## src/rtl/wb_uart_fifo_core.sv

```systemverilog
// Wishbone-slave UART: TX/RX FIFOs, programmable oversampling divisor, optional parity, two stop bits.
// Single clock domain; srx_pad_i is the only asynchronous input and passes through a 2-flop synchroniser.

module wb_uart_fifo_core_fifo #(
    parameter int W     = 8,
    parameter int DEPTH = 16
) (
    input  logic                     clk,
    input  logic                     rst_n,
    input  logic                     push,
    input  logic [W-1:0]             wdata,
    input  logic                     pop,
    output logic [W-1:0]             rdata,
    output logic [$clog2(DEPTH):0]   count,
    output logic                     empty,
    output logic                     full
);
    localparam int AW = $clog2(DEPTH);
    localparam int CW = AW + 1;

    logic [W-1:0]  mem [DEPTH];
    logic [AW-1:0] wr_ptr, rd_ptr;
    logic          push_ok, pop_ok;

    assign empty   = (count == '0);
    assign full    = (count == CW'(DEPTH));
    assign pop_ok  = pop & ~empty;
    // A push into a full FIFO is still accepted when a pop frees a slot in the same cycle.
    assign push_ok = push & (~full | pop_ok);
    assign rdata   = mem[rd_ptr];

    always_ff @(posedge clk) begin
        if (push_ok) mem[wr_ptr] <= wdata;
    end

    always_ff @(posedge clk or negedge rst_n) begin
        if (!rst_n) begin
            wr_ptr <= '0;
            rd_ptr <= '0;
            count  <= '0;
        end else begin
            if (push_ok) wr_ptr <= wr_ptr + AW'(1);
            if (pop_ok)  rd_ptr <= rd_ptr + AW'(1);
            case ({push_ok, pop_ok})
                2'b10:   count <= count + CW'(1);
                2'b01:   count <= count - CW'(1);
                default: count <= count;
            endcase
        end
    end
endmodule

module wb_uart_fifo_core #(
    parameter int DATA_BITS  = 8,
    parameter int FIFO_DEPTH = 16,
    parameter int DIV_WIDTH  = 16,
    parameter int RESET_DIV  = 27
) (
    input  logic       wb_clk_i,
    input  logic       wb_rst_ni,
    input  logic [2:0] wb_adr_i,
    input  logic [7:0] wb_dat_i,
    output logic [7:0] wb_dat_o,
    input  logic       wb_we_i,
    input  logic       wb_stb_i,
    input  logic       wb_cyc_i,
    output logic       wb_ack_o,
    output logic       int_o,
    input  logic       srx_pad_i,
    output logic       stx_pad_o
);
    localparam int CW = $clog2(FIFO_DEPTH) + 1;

    typedef enum logic [2:0] {TX_IDLE, TX_START, TX_DATA, TX_PARITY, TX_STOP, TX_STOP2} tx_state_t;
    typedef enum logic [2:0] {RX_IDLE, RX_START, RX_DATA, RX_PARITY, RX_STOP} rx_state_t;

    function automatic logic [DIV_WIDTH-1:0] div_eff(input logic [DIV_WIDTH-1:0] d);
        return (d == '0) ? DIV_WIDTH'(1) : d;
    endfunction

    // Bus handshake: an access is stb&cyc while ack is low; ack follows one cycle later for one cycle.
    // Register side effects commit on the edge that raises ack, so each access acts exactly once.
    logic access, wr, rd;
    assign access = wb_stb_i & wb_cyc_i & ~wb_ack_o;
    assign wr     = access & wb_we_i;
    assign rd     = access & ~wb_we_i;

    logic [7:0]           ctrl_q;
    logic [DIV_WIDTH-1:0] div_q, tick_cnt;
    logic [15:0]          div_ext, div_new16;
    logic                 div_wr, tick;
    logic                 ovr_q, fe_q, pe_q, int_q;

    wire tx_en     = ctrl_q[0];
    wire rx_en     = ctrl_q[1];
    wire ie_rx     = ctrl_q[2];
    wire ie_txidle = ctrl_q[3];
    wire ie_err    = ctrl_q[4];
    wire par_en    = ctrl_q[5];
    wire par_odd   = ctrl_q[6];
    wire two_stop  = ctrl_q[7];

    assign div_ext = 16'(div_q);
    assign div_wr  = wr & ((wb_adr_i == 3'd3) | (wb_adr_i == 3'd4));

    always_comb begin
        div_new16 = div_ext;
        if (wb_adr_i == 3'd3) div_new16[7:0]  = wb_dat_i;
        else                  div_new16[15:8] = wb_dat_i;
    end

    always_ff @(posedge wb_clk_i or negedge wb_rst_ni) begin
        if (!wb_rst_ni) begin
            ctrl_q   <= 8'h03;
            div_q    <= DIV_WIDTH'(RESET_DIV);
            tick_cnt <= '0;
        end else begin
            if (wr && wb_adr_i == 3'd2) ctrl_q <= wb_dat_i;
            if (div_wr) begin
                div_q    <= div_new16[DIV_WIDTH-1:0];
                tick_cnt <= div_eff(div_new16[DIV_WIDTH-1:0]) - DIV_WIDTH'(1);
            end else if (tick_cnt == '0) begin
                tick_cnt <= div_eff(div_q) - DIV_WIDTH'(1);
            end else begin
                tick_cnt <= tick_cnt - DIV_WIDTH'(1);
            end
        end
    end
    assign tick = (tick_cnt == '0);

    // FIFOs
    logic                 tx_push, tx_pop, tx_empty, tx_full;
    logic [DATA_BITS-1:0] tx_rdata, rx_rdata, rx_shift;
    logic [CW-1:0]        tx_cnt, rx_cnt;
    logic                 rx_push, rx_pop, rx_pop_ok, rx_empty, rx_full;

    assign tx_push   = wr & (wb_adr_i == 3'd0) & ~tx_full;
    assign rx_pop    = rd & (wb_adr_i == 3'd0);
    assign rx_pop_ok = rx_pop & ~rx_empty;

    wb_uart_fifo_core_fifo #(.W(DATA_BITS), .DEPTH(FIFO_DEPTH)) u_tx_fifo (
        .clk(wb_clk_i), .rst_n(wb_rst_ni), .push(tx_push), .wdata(wb_dat_i[DATA_BITS-1:0]),
        .pop(tx_pop), .rdata(tx_rdata), .count(tx_cnt), .empty(tx_empty), .full(tx_full)
    );

    wb_uart_fifo_core_fifo #(.W(DATA_BITS), .DEPTH(FIFO_DEPTH)) u_rx_fifo (
        .clk(wb_clk_i), .rst_n(wb_rst_ni), .push(rx_push), .wdata(rx_shift),
        .pop(rx_pop), .rdata(rx_rdata), .count(rx_cnt), .empty(rx_empty), .full(rx_full)
    );

    // TX FSM
    tx_state_t            tx_state, tx_next;
    logic [3:0]           tx_tcnt;
    logic [2:0]           tx_bidx;
    logic [DATA_BITS-1:0] tx_shift;
    logic                 tx_par, tx_bit_end, tx_go, tx_line, tx_idle;

    assign tx_bit_end = tick & (tx_tcnt == 4'd15);
    assign tx_go      = tick & tx_en & ~tx_empty;
    assign tx_pop     = (tx_state == TX_IDLE) & tx_go;
    assign tx_idle    = tx_empty & (tx_state == TX_IDLE);

    always_ff @(posedge wb_clk_i or negedge wb_rst_ni) begin
        if (!wb_rst_ni) tx_state <= TX_IDLE;
        else            tx_state <= tx_next;
    end

    always_comb begin
        tx_next = tx_state;
        case (tx_state)
            TX_IDLE:   if (tx_go) tx_next = TX_START;
            TX_START:  if (tx_bit_end) tx_next = TX_DATA;
            TX_DATA:   if (tx_bit_end && tx_bidx == 3'(DATA_BITS-1))
                           tx_next = par_en ? TX_PARITY : TX_STOP;
            TX_PARITY: if (tx_bit_end) tx_next = TX_STOP;
            TX_STOP:   if (tx_bit_end) tx_next = two_stop ? TX_STOP2 : TX_IDLE;
            TX_STOP2:  if (tx_bit_end) tx_next = TX_IDLE;
            default:   tx_next = TX_IDLE;
        endcase
    end

    always_comb begin
        tx_line = 1'b1;
        case (tx_state)
            TX_START:  tx_line = 1'b0;
            TX_DATA:   tx_line = tx_shift[0];
            TX_PARITY: tx_line = tx_par;
            default:   tx_line = 1'b1;
        endcase
    end
    assign stx_pad_o = tx_line;

    always_ff @(posedge wb_clk_i or negedge wb_rst_ni) begin
        if (!wb_rst_ni) begin
            tx_tcnt  <= '0;
            tx_bidx  <= '0;
            tx_shift <= '0;
            tx_par   <= 1'b0;
        end else if (tx_state == TX_IDLE) begin
            tx_tcnt <= '0;
            tx_bidx <= '0;
            if (tx_pop) begin
                tx_shift <= tx_rdata;
                tx_par   <= (^tx_rdata) ^ par_odd;
            end
        end else if (tick) begin
            tx_tcnt <= tx_tcnt + 4'd1;
            if (tx_bit_end && tx_state == TX_DATA) begin
                tx_shift <= tx_shift >> 1;
                tx_bidx  <= tx_bidx + 3'd1;
            end
        end
    end

    // RX synchroniser and FSM
    rx_state_t  rx_state, rx_next;
    logic       rx_s1, rx_s2, rx_prev, rx_fall;
    logic [3:0] rx_tcnt;
    logic [2:0] rx_bidx;
    logic       rx_pbit, rx_mid, rx_bit_end;
    logic       ovr_set, fe_set, pe_set, stat_clr;

    always_ff @(posedge wb_clk_i or negedge wb_rst_ni) begin
        if (!wb_rst_ni) begin
            rx_s1   <= 1'b1;
            rx_s2   <= 1'b1;
            rx_prev <= 1'b1;
        end else begin
            rx_s1   <= srx_pad_i;
            rx_s2   <= rx_s1;
            rx_prev <= rx_s2;
        end
    end

    assign rx_fall    = rx_prev & ~rx_s2;
    assign rx_mid     = tick & (rx_tcnt == 4'd7);
    assign rx_bit_end = tick & (rx_tcnt == 4'd15);

    always_ff @(posedge wb_clk_i or negedge wb_rst_ni) begin
        if (!wb_rst_ni) rx_state <= RX_IDLE;
        else            rx_state <= rx_next;
    end

    // The frame ends at the stop-bit sample so a back-to-back start edge is never missed.
    always_comb begin
        rx_next = rx_state;
        if (rx_state != RX_IDLE && !rx_en) begin
            rx_next = RX_IDLE;
        end else begin
            case (rx_state)
                RX_IDLE:   if (rx_en && rx_fall) rx_next = RX_START;
                RX_START:  if (rx_mid && rx_s2) rx_next = RX_IDLE;
                           else if (rx_bit_end) rx_next = RX_DATA;
                RX_DATA:   if (rx_bit_end && rx_bidx == 3'(DATA_BITS-1))
                               rx_next = par_en ? RX_PARITY : RX_STOP;
                RX_PARITY: if (rx_bit_end) rx_next = RX_STOP;
                RX_STOP:   if (rx_mid) rx_next = RX_IDLE;
                default:   rx_next = RX_IDLE;
            endcase
        end
    end

    always_comb begin
        rx_push = (rx_state == RX_STOP) & rx_mid & rx_en;
        fe_set  = rx_push & ~rx_s2;
        pe_set  = rx_push & par_en & (rx_pbit != ((^rx_shift) ^ par_odd));
        ovr_set = rx_push & rx_full & ~rx_pop_ok;
    end

    always_ff @(posedge wb_clk_i or negedge wb_rst_ni) begin
        if (!wb_rst_ni) begin
            rx_tcnt  <= '0;
            rx_bidx  <= '0;
            rx_shift <= '0;
            rx_pbit  <= 1'b0;
        end else if (rx_state == RX_IDLE) begin
            rx_tcnt <= '0;
            rx_bidx <= '0;
        end else if (tick) begin
            rx_tcnt <= rx_tcnt + 4'd1;
            if (rx_mid && rx_state == RX_DATA)   rx_shift <= {rx_s2, rx_shift[DATA_BITS-1:1]};
            if (rx_mid && rx_state == RX_PARITY) rx_pbit  <= rx_s2;
            if (rx_bit_end && rx_state == RX_DATA) rx_bidx <= rx_bidx + 3'd1;
        end
    end

    // Sticky status, read data, interrupt
    assign stat_clr = rd & (wb_adr_i == 3'd1);

    logic [7:0] rdata;
    always_comb begin
        rdata = 8'h00;
        case (wb_adr_i)
            3'd0:    rdata = rx_empty ? 8'h00 : 8'(rx_rdata);
            3'd1:    rdata = {2'b00, pe_q, fe_q, ovr_q, tx_idle, tx_full, ~rx_empty};
            3'd2:    rdata = ctrl_q;
            3'd3:    rdata = div_ext[7:0];
            3'd4:    rdata = div_ext[15:8];
            3'd5:    rdata = 8'(rx_cnt);
            3'd6:    rdata = 8'(tx_cnt);
            default: rdata = 8'h00;
        endcase
    end

    always_ff @(posedge wb_clk_i or negedge wb_rst_ni) begin
        if (!wb_rst_ni) begin
            wb_ack_o <= 1'b0;
            wb_dat_o <= 8'h00;
            ovr_q    <= 1'b0;
            fe_q     <= 1'b0;
            pe_q     <= 1'b0;
            int_q    <= 1'b0;
        end else begin
            wb_ack_o <= access;
            wb_dat_o <= rd ? rdata : 8'h00;
            ovr_q    <= (ovr_q & ~stat_clr) | ovr_set;
            fe_q     <= (fe_q & ~stat_clr) | fe_set;
            pe_q     <= (pe_q & ~stat_clr) | pe_set;
            int_q    <= (ie_rx & ~rx_empty) | (ie_txidle & tx_idle) | (ie_err & (ovr_q | fe_q | pe_q));
        end
    end
    assign int_o = int_q;
endmodule

```

## config.mk

```make
export PLATFORM = sky130hd
export DESIGN_NAME = wb_uart_fifo_core
export DESIGN_NICKNAME = d
export VERILOG_FILES = /design/src/rtl/wb_uart_fifo_core.sv
export SDC_FILE = /design/constraint.sdc
export NUM_CORES = 1
export LEC_CHECK = 0
export ABC_AREA = 1
export BUFFER_PORTS_ARGS = -buffer_cell sky130_fd_sc_hd__buf_2
export CAP_MARGIN = 20
export CORE_MARGIN = 3
export CORE_UTILIZATION = 59
export CTS_BUF_LIST = sky130_fd_sc_hd__clkbuf_2 sky130_fd_sc_hd__clkbuf_4 sky130_fd_sc_hd__clkbuf_8
export DETAILED_ROUTE_END_ITERATION = 12
export PLACE_DENSITY_LB_ADDON = 0.15
export SETUP_SLACK_MARGIN = 0.5
export SKIP_LAST_GASP = 1
export SLEW_MARGIN = 20
export SYNTH_ARGS = -nofsm -noshare
export SYNTH_HDL_FRONTEND = slang
export SYNTH_SLANG_ARGS = --single-unit
```

## constraint.sdc

```tcl
create_clock -name wb_clk_i -period 2.7 [get_ports wb_clk_i]
set_input_delay 0.135 -clock wb_clk_i [delete_from_list [all_inputs] [get_ports wb_clk_i]]
set_output_delay 0.135 -clock wb_clk_i [all_outputs]
set_load 0.01 [all_outputs]
```

-- Word-level counts from Yosys, hierarchy flattened
Memories as Yosys holds them, arrays and structs flattened.
Cells that the tools add are included.
- memories kept: 2
- bits in writable memories: 256
- logic and storage cells: 223
- bits of input ports: 17
- output and inout bits: 11
- register bits: 120
- memory list (name ; words ; width ; rd ports ; clocked after memory_dff ; write ports ; line ; RTL):
    u_rx_fifo.mem ; 16 ; 8 ; 1 ; 0 ; 1 ; 21 ; logic [W-1:0] mem [DEPTH];
    u_tx_fifo.mem ; 16 ; 8 ; 1 ; 0 ; 1 ; 21 ;
- add/sub/neg operators: 15
- muxes and demuxes: 47
- reduce and logical (&&, ||, !) cells: 36
- equality and inequality tests: 39
- bitwise logic cells: 56
- operators with widths (operator ; count):
    16-bit two-way mux ; 4
    8-bit two-way mux ; 8
    3-bit two-way mux ; 21
    8-bit one-hot mux with 7 select lines ; 1
    16-bit logical NOT ; 3
    16-bit by 1-bit subtractor with 16-bit output, second input constant ; 3
    1-bit bitwise AND ; 34
    4-bit by 1-bit adder with 4-bit output, second input constant ; 6
    3-bit == test, second input constant ; 8
    5-bit one-hot mux with 2 select lines ; 2
    3-bit by 2-bit == test with 1-bit output, second input constant ; 6
    3-bit one-hot mux with 6 select lines ; 1
    4-bit two-way mux ; 4
    8-bit parity ; 2
    3-bit one-hot mux with 5 select lines ; 1
    2-bit != test, second input constant ; 6
    3-bit != test, second input constant ; 4
    2-bit nonzero test ; 6
    5-bit by 1-bit adder with 5-bit output, second input constant ; 2
    5-bit == test, second input constant ; 2
    1-bit logical AND ; 10
    5-bit logical NOT ; 2
    1-bit NOT ; 10
    1-bit bitwise OR ; 10
    20 further kinds ; 37

-- Depth between registers and ports, before layout
Gate-level depths: netlist (run 1).
- depth in word-level cells: 9
- gate-level depth with buffers: 22
- gate-level depth less buffers: 21

-- Hierarchy
From an unflattened synthesis (run 1), not the netlist that was laid out.
- cells, all modules: 1671
- area total of the unflattened synthesis: 17444.2 sq um
- by module, submodules not included (module ; area each (sq um) ; times used ; cells each ; sequential area each (sq um)):
    wb_uart_fifo_core_fifo (u_tx_fifo) ; 5975.7 ; 1 ; 481 ; 4169.0
    wb_uart_fifo_core_fifo (u_rx_fifo) ; 5962.0 ; 1 ; 481 ; 4169.0
    wb_uart_fifo_core ; 5506.5 ; 1 ; 709 ; 2363.5

-- Worst setup path before layout (run 1)
OpenSTA, ideal clock, no wires.
- kind: reg-to-reg
- from: register tick_cnt[1]
- to: register u_rx_fifo.count[4]
- required time: 2575 ps
- arrival: 2589 ps
- cell stages (with the launch flop): 21
- path slack: -14 ps
- cell sequence: dfrtp_1 nor2_1 nand3_1 nor2_1 nand2_1 buf_2 nor3_2 nand2_1 inv_1 nand2_1 nor2_4 inv_1 ha_1 ha_1 a21oi_1 nor2_1 nor2_1 nand2_1 nand2_1 nor2_1 xor2_1
- cells in the longest elaborated chain, start to end: 7
- RTL lines (element ; line ; RTL):
    start, declared ; 89 ; logic [DIV_WIDTH-1:0] div_q, tick_cnt;
    start signal, assigned ; 121 ; tick_cnt <= div_eff(div_new16[DIV_WIDTH-1:0]) - DIV_WIDTH'(1);
    start signal, assigned ; 123 ; tick_cnt <= div_eff(div_q) - DIV_WIDTH'(1);
    start signal, assigned ; 125 ; tick_cnt <= tick_cnt - DIV_WIDTH'(1);
    16-bit logical NOT * ; 129 ; assign tick = (tick_cnt == '0);
    1-bit bitwise AND * ; 236 ; assign rx_mid = tick & (rx_tcnt == 4'd7);
    1-bit bitwise AND * (2 in series) ; 264 ; rx_push = (rx_state == RX_STOP) & rx_mid & rx_en;
    1-bit bitwise AND * ; 29 ; assign push_ok = push & (~full | pop_ok);
    2-bit by 1-bit == test with 1-bit output or 2-bit == test (tied branches) ; 44 ; case ({push_ok, pop_ok})
    5-bit one-hot mux with 2 select lines or 2-bit nonzero test (tied branches) ; -- ;
    end signal, assigned ; 45 ; 2'b10: count <= count + CW'(1);
    end signal, assigned ; 46 ; 2'b01: count <= count - CW'(1);
    end signal, assigned ; 47 ; default: count <= count;
    end, declared ; 14 ; output logic [$clog2(DEPTH):0] count,
Mark *: on every way between the ends. The rest lies on a longest branch, timed or not.
A chain may end at the register's enable or synchronous reset.

-- Worst setup path after layout (run 1)
- from: register tick_cnt[0]
- to: register u_rx_fifo.count[4]
The elaborated chain is that of the path after synthesis.

==> results.cfg, run 1 <==
[grt]
grt_first_pass_wirelength_um = 68180
grt_max_degree = 69
via_count_of_the_first_global_routing_pass = 12930
grt-ovfl-total = 0
initial_antenna_violation_count = 0
gr-usage-all-layers_pct = 27.76

[synthesis]
syn-instance-count = 1748
net_count_synth = 1790
synth-edff-count = 256
ys_warn_count = 0
yosys.area_share.simple_pct = 18.60
yosys.area.top_type_share_pct = 44.52
synth_top_flop_cell = sky130_fd_sc_hd__edfxtp_1
synth-compound-area-share_pct = 9.296
synth_top_family_by_area = simple AND/OR/NAND/NOR gates
synth_mux_area_share_pct = 0.06521
flop_and_latch_count_out_of_synthesis = 376
netlist-cell-type-count = 55
synth_area_leader_cell = sky130_fd_sc_hd__edfxtp_1
proportion_of_synthesized_flip_flops_having_asynchronous_set_or_reset_pct = 31.91
yosys.area_share.xor_xnor_pct = 1.971
post_synth_main_area_contributors = sky130_fd_sc_hd__edfxtp_1 45%, sky130_fd_sc_hd__dfrtp_1 16%, sky130_fd_sc_hd__nand2_1 8.7%
synth.cell_area_sq_mm = 0.01727
synth_area_per_cell_sq_um = 9.879
fraction_of_the_yosys_area_taken_by_sequential_cells_pct = 61.97
synth-adder-area-share_pct = 1.855

[worst_setup_path]
crit_chain = nor2_1 -> nand3_1 -> nor2_2 -> nand2_2 -> nor3_4 -> nand2_1 -> inv_2 -> nand2_4 -> nor2_4 -> inv_2 -> ha_4 -> inv_2 -> fa_2 -> inv_2 -> a21oi_2 -> nor2_1 -> nor2_1 -> nand2_1 -> nand2_1 -> nor2_1 -> xor2_1
critical_path.endpoint_type = register
worst_ep_required_time_ns = 3.17
cp_top_family = simple AND/OR/NAND/NOR gates
standard_cell_with_the_maximum_stage_delay_on_the_critical_path = sky130_fd_sc_hd__dfrtp_1
worstPathBufferInverterCount = 4
crit_arrival_ns = 3.10
critPathMaxFanout = 4
crit_type = register to register
cp-start-kind = register
worst_path_largest_cell_delay_ns = 0.38

[pwr]
p_sw_share_pct = 27.66
total_leakage_power_nw = 9.324
powerDensity_mw_per_mm2 = 655.0
internal_power_mw = 10.06
clock_network_power_share_pct = 35.9
fin_total_pwr_mw = 13.90
seqPwrFrac_pct = 48.4
power.combinational.fraction_pct = 15.7
vdd.ir_drop.worst_v = 0.0006299
netSwitchingPower_mw = 3.846

[clock_network]
clock-root-buffer = sky130_fd_sc_hd__clkbuf_8
clk_pin_slew_worst_paths_ns = 0.07
clkSinkCount = 376
ctsLongestPathBuffers = 3
clock_latency_ns = 0.60
tritoncts_clock_tree = yes
clock_tree.htree_level_count = 2
inserted_clock_buffers = 58

[floorplanning]
chipHeight_um = 177.1
floorplan.rows = 61
start_util_pct = 60.98
num_io_pins = 28
design.die.area_sq_mm = 0.03136
fp.coreArea_sq_mm = 0.02832
die_w_um = 177.1

[placement]
pre_cts_slack_ns = -0.008855
dp_hpwl_um = 28020
portBuffers = 27
final_weighted_congestion_in_routability_driven_placement = 0.8740

[timing]
fin_worst_hold_slack_ns = 0.03443
fmaxAchievable_ghz = 0.3795
fin_crit_sh_pct = 97.60
slew_viol_final = 0
setup_viol = 0
timing.final.hold_violations = 0
worst_pin_slew_ns = 0.7806
finalClockSkew_ns = 0.03038
rsz0062_at_grt = yes
period_minus_slack_ns = 2.635
worst_slew_margin_rel_pct = 47.96
setup_ws_ns = 0.06483

[finish]
areaGrowthSynthToFinish_pct = 22.92
ratio_of_cells_with_drive_above_1_in_the_final_layout_pct = 24.27
diodes = 0
final_nets = 1967

[hold_path]
type_of_the_tightest_min_delay_check = input port to register

[drt]
drt-initial-drc-count = 1561
drc = 0
firstDrtPassIters = 5
wl_um = 45460
drt.antenna.violating_nets = 0
avgRoutedWirePerCell_um = 19.33
num_vias = 13518
drt-vias-per-instance = 5.747

[job]
drv.max_cap_violation_count = 0

[run_status]
status = completed
## metrics by stage
| stage | instances | TNS, ns | utilization [%] | instance area [sq um] |
|---|---|---|---|---|
| final | 2352 | 0 | 74.96 | 21230 |
| after global routing | 2352 | -0.2519 | 74.96 | 21230 |
| after CTS | 2316 | 0 | 70.99 | 20100 |
| after detailed placement | 2176 | -0.008855 | 65.05 | 18420 |
| after global placement | 2176 | 0 | 65.05 | 18420 |
| after floorplan | 1748 | 0 | - | 17410 |
## kinds of logic after synthesis
group / Yosys count
adders and majority gates: 25
muxes: 1
and+or+nand+nor: 762
xor gates and xnor gates: 38
buffers and inverters: 270
DFF: 376
AOI/OAI and AO/OA: 276
## synthesized netlist by cell type (all sizes together), types with 24 or more instances
master / instances
edfxtp: 256
inv: 202
ha: 24
a21oi: 36
nor2: 194
nand2: 409
xor2: 28
buf: 28
o21ai: 169
dfrtp: 111
nand3: 115
clkbuf: 35
## registers in the layout, indices dropped and copies added, names as in the netlist, 3 cells and up
register,count
u_rx_fifo.mem,128
tx_state,3
u_rx_fifo.rd_ptr,4
rx_tcnt,4
rx_state,3
u_tx_fifo.count,5
tx_tcnt,4
div_ext,16
wb_dat_o,8
rx_shift,8
u_tx_fifo.wr_ptr,4
tx_bidx,3
u_tx_fifo.mem,128
u_rx_fifo.wr_ptr,4
u_rx_fifo.count,5
rx_bidx,3
ctrl_q,8
tx_shift,8
u_tx_fifo.rd_ptr,4
tick_cnt,16
## area by class of cell
cell class | count | area (sq um)
multi-input combinational | 1102 | 6294
inverter | 207 | 814.5
sequential | 376 | 10710
clock inverter | 25 | 188.9
fill | 1851 | 7091
timing repair buffer | 180 | 1698
tap | 378 | 473.0
clock buffer | 84 | 1050
## placed cells by master, fill, tap and decap left out, types with 7 or more instances in the layout
cell type,instances
sky130_fd_sc_hd__inv_1,179
sky130_fd_sc_hd__o21ai_0,128
sky130_fd_sc_hd__dfstp_2,9
sky130_fd_sc_hd__clkbuf_8,67
sky130_fd_sc_hd__o21ai_1,27
sky130_fd_sc_hd__nand2_4,11
sky130_fd_sc_hd__xor2_1,25
sky130_fd_sc_hd__clkbuf_16,8
sky130_fd_sc_hd__buf_2,26
sky130_fd_sc_hd__ha_1,17
sky130_fd_sc_hd__nor2_4,27
sky130_fd_sc_hd__clkbuf_4,17
sky130_fd_sc_hd__clkinv_2,7
sky130_fd_sc_hd__xnor2_1,8
sky130_fd_sc_hd__o221ai_1,18
sky130_fd_sc_hd__a21oi_1,28
sky130_fd_sc_hd__nor2_1,151
sky130_fd_sc_hd__buf_12,8
sky130_fd_sc_hd__dfrtp_1,106
sky130_fd_sc_hd__nand4_1,19
sky130_fd_sc_hd__o211ai_1,9
sky130_fd_sc_hd__nor3_1,9
sky130_fd_sc_hd__clkinv_1,16
sky130_fd_sc_hd__o22ai_1,16
sky130_fd_sc_hd__nand2_1,360
sky130_fd_sc_hd__nor2_2,16
sky130_fd_sc_hd__buf_4,97
sky130_fd_sc_hd__nand3_2,28
sky130_fd_sc_hd__dlygate4sd3_1,8
sky130_fd_sc_hd__nand2_2,34
sky130_fd_sc_hd__inv_2,15
sky130_fd_sc_hd__buf_6,29
sky130_fd_sc_hd__a221oi_1,7
sky130_fd_sc_hd__edfxtp_1,256
sky130_fd_sc_hd__nand3_1,82
sky130_fd_sc_hd__o21ai_2,13
## final timing paths
check,start,to,slack (ns),cells past startpoint
min in group asynchronous,wb_rst_ni,u_tx_fifo.rd_ptr[0],0.16,2
max in group asynchronous,wb_rst_ni,div_ext[0],1.76,3
max,tick_cnt[0],u_rx_fifo.count[4],0.06,21
max reg2reg,tick_cnt[0],u_rx_fifo.count[4],0.06,21
min,wb_dat_i[0],u_tx_fifo.mem[11][0],0.03,1
min reg2reg,rx_s1,rx_s2,0.39,0
## power by group through the flow
stage | clock network [mW] | registers (mW) | logic, mW
after floorplan | 0 | 6.75 | 1.24
after global placement | 0 | 6.80 | 1.73
after detailed placement | 0 | 6.81 | 1.78
after CTS | 5.04 | 6.70 | 1.88
after global routing | 5.32 | 6.76 | 2.43
final | 4.99 | 6.73 | 2.18
## metal layers
layer	vias up	routed length, um	part of all wire, %	GRT usage [%]
met5	-	0	0	0
met4	0	1595	3.5	10.47
met3	115	3585	7.9	4.719
met2	629	21750	48	45.11
met1	6531	18530	41	37.91
li1	6243	-	-	-
## timing repair
action / 4_1_cts / 5_1_grt
gates cloned: 1 / 9
setup buffers: 22 / 27
endpoints found under the hold margin: 80 / 0
endpoints found under the setup margin: 168 / 187
hold buffers: 8 / 0
pin swaps: 41 / 52
resized for setup: 54 / 188
No activity file was read; power rests on OpenSTA's default activity.
==> run 2: changes to the inputs <==
Settings changed: REMOVE_ABC_BUFFERS set to 1.
==> run 2 against run 1 <==
Compared with the run above: clock skew up 0.0093 ns; utilization rose by 1.3 points; sequential share of layout area decreased by 0.84 points; clock-buffer cell count increased by 12; final cell count increased by 1.7%; fmax is 3.7% higher; combinational power up 11%; register-to-register slack better by 0.09 ns; global-route usage is 0.45 points higher; final area is 1.7% higher; via count increased by 2.2%; die area unchanged; largest power group unchanged.
==> results.cfg, run 2 (synthesis gave the netlist of run 1 again) <==
[job]
drv.max_cap_violation_count = 0

[grt]
gr-usage-all-layers_pct = 28.21
grt.busiest_layer = met2
met3_track_demand_over_resource_pct = 4.612
grt_max_degree = 71
grt-ovfl-total = 0
global_route.usage.met1_pct = 40.10
initial_antenna_violation_count = 0
grt.met2_usage_pct = 44.63
grt_first_pass_wirelength_um = 68840
via_count_of_the_first_global_routing_pass = 12947

[worst_setup_path]
setup.worst_path.start = tick_cnt[11]
worstPathBufferInverterCount = 3
critPathMaxFanout = 4
worst_path_largest_cell_delay_ns = 0.37
r2r-end = u_tx_fifo.count[4]
cp_top_family = simple AND/OR/NAND/NOR gates
crit_chain = inv_1 -> nand4_1 -> nor2_1 -> nand2_2 -> buf_6 -> nor2_4 -> nand2_2 -> inv_2 -> ha_4 -> xor2_4 -> ha_2 -> a21oi_2 -> or2_4 -> o21ai_2 -> a21oi_1 -> o21ai_1 -> xor2_1
regToRegSetupSlack_ns = 0.16
crit_arrival_ns = 3.07
critical_path.endpoint_type = register
cp-start-kind = register
crit_top_cell = sky130_fd_sc_hd__nand2_2
worst_ep_required_time_ns = 3.23
timing.critical_path.to = u_tx_fifo.count[4]
standard_cell_with_the_maximum_stage_delay_on_the_critical_path = sky130_fd_sc_hd__dfrtp_1
crit_type = register to register
reg2regPathDepth = 17
critical_path_depth = 17
worstReg2RegStart = tick_cnt[11]

[timing]
fmaxAchievable_ghz = 0.3934
rsz0062_at_grt = yes
period_minus_slack_ns = 2.542
fin_crit_sh_pct = 94.14
setup_viol = 0
worst_slew_margin_rel_pct = 39.23
fin_worst_hold_slack_ns = 0.08110
worst_pin_slew_ns = 0.9046
finalClockSkew_ns = 0.03966
timing.final.hold_violations = 0
slew_viol_final = 0

[pwr]
netSwitchingPower_mw = 3.916
powerDensity_mw_per_mm2 = 645.8
vdd.ir_drop.worst_v = 0.0004392
seqPwrFrac_pct = 48.2
power.combinational.fraction_pct = 17.3
fin_total_pwr_mw = 13.94
internal_power_mw = 10.02
p_sw_share_pct = 28.09
clock_network_power_share_pct = 34.5
total_leakage_power_nw = 9.531

[clock_network]
clk_pin_slew_worst_paths_ns = 0.06
ctsLongestPathBuffers = 3
clkSinkCount = 376
clock_tree.htree_level_count = 2
tritoncts_clock_tree = yes
clock-root-buffer = sky130_fd_sc_hd__clkbuf_8
inserted_clock_buffers = 60
clock_latency_ns = 0.61

[finish]
final_common_cell = sky130_fd_sc_hd__nand2_1
nFillCells = 1856
final_cell_area_sq_mm = 0.02158
final_non_filler_cell_total = 2391
combined_area_of_the_multi_input_logic_cells_sq_mm = 0.006312
layout_common_cells = 367 x sky130_fd_sc_hd__nand2_1, 256 x sky130_fd_sc_hd__edfxtp_1, 180 x sky130_fd_sc_hd__inv_1
diodes = 0
final_nets = 2008
areaGrowthSynthToFinish_pct = 25.00
ratio_of_cells_with_drive_above_1_in_the_final_layout_pct = 25.53
seqCellArea_sq_mm = 0.01071
top_regs = u_rx_fifo.mem x128, u_tx_fifo.mem x128

[floorplanning]
die_w_um = 177.1
start_util_pct = 60.98
chipHeight_um = 177.1
fp.coreArea_sq_mm = 0.02832
num_io_pins = 28
design.die.area_sq_mm = 0.03136
floorplan.rows = 61

[drt]
avgRoutedWirePerCell_um = 19.77
drt-vias-per-instance = 5.780
wl_um = 47270
drt.antenna.violating_nets = 0
firstDrtPassIters = 6
drc = 0
num_vias = 13819
drt-initial-drc-count = 1674

[run_status]
status = completed

[placement]
final_weighted_congestion_in_routability_driven_placement = 0.9557
dpl.cell_count = 2194
portBuffers = 27
dpl-instance-area_sq_mm = 0.01844
dp_hpwl_um = 28400

[hold_path]
type_of_the_tightest_min_delay_check = input port to async pin
## run 2: cell types whose count changed in the layout (fill, tap and decap cells not counted), moves of 7 or more
cell	change
sky130_fd_sc_hd__buf_6	+14
sky130_fd_sc_hd__clkbuf_4	+14
sky130_fd_sc_hd__clkinv_1	-7
sky130_fd_sc_hd__nand2_2	-7
sky130_fd_sc_hd__nand2_1	+7
sky130_fd_sc_hd__buf_4	+13
## run 2: what timing repair did
item,in CTS,in global routing
gates resized for setup,121,179
pin swaps,36,60
setup buffers,29,35
hold buffers,12,0
setup endpoints to repair,180,182
gates cloned,1,11
endpoints found under the hold margin,94,0
## run 2: routing by layer
layer | vias up | routed length (um)
met5 | - | 0
met4 | 0 | 1576
met3 | 135 | 4235
met2 | 695 | 22520
met1 | 6661 | 18940
li1 | 6328 | -
## run 2: worst min path at each step
stage	startpoint	endpoint
floorplan	wb_rst_ni	ctrl_q[2]
global placement	wb_rst_ni	rx_shift[0]
detailed placement	wb_rst_ni	rx_shift[3]
CTS	wb_we_i	wb_dat_o[2]
global route	wb_adr_i[1]	wb_dat_o[3]
finish	wb_rst_ni	rx_shift[4]
## run 2: metrics by stage
step,setup TNS [ns],setup WS (ns),utilization (%)
finish,0,0.1582,76.23
global route,0,0.003129,76.23
CTS,0,0.1546,72.17
detailed placement,-0.2747,-0.1564,65.12
global placement,-0.01769,-0.01205,65.12
floorplan,-8.859,-0.9247,-
## run 2: power by group through the flow
stage	combinational [mW]	clock (mW)	sequential [mW]
final	2.42	4.81	6.72
after global routing	2.66	5.13	6.75
after CTS	2.03	4.83	6.69
after detailed placement	1.83	0	6.80
after global placement	1.78	0	6.79
after floorplan	1.21	0	6.75
## run 2: cell type report
cell class / instances / area share [%]
multi-input cells: 1103 / 29.24
repair inverters: 1 / 0.02898
repair buffers: 217 / 9.617
clock inverters: 13 / 0.3130
well taps: 378 / 2.191
inverters: 207 / 3.774
clock buffers: 96 / 5.223
flip-flops and latches: 376 / 49.61
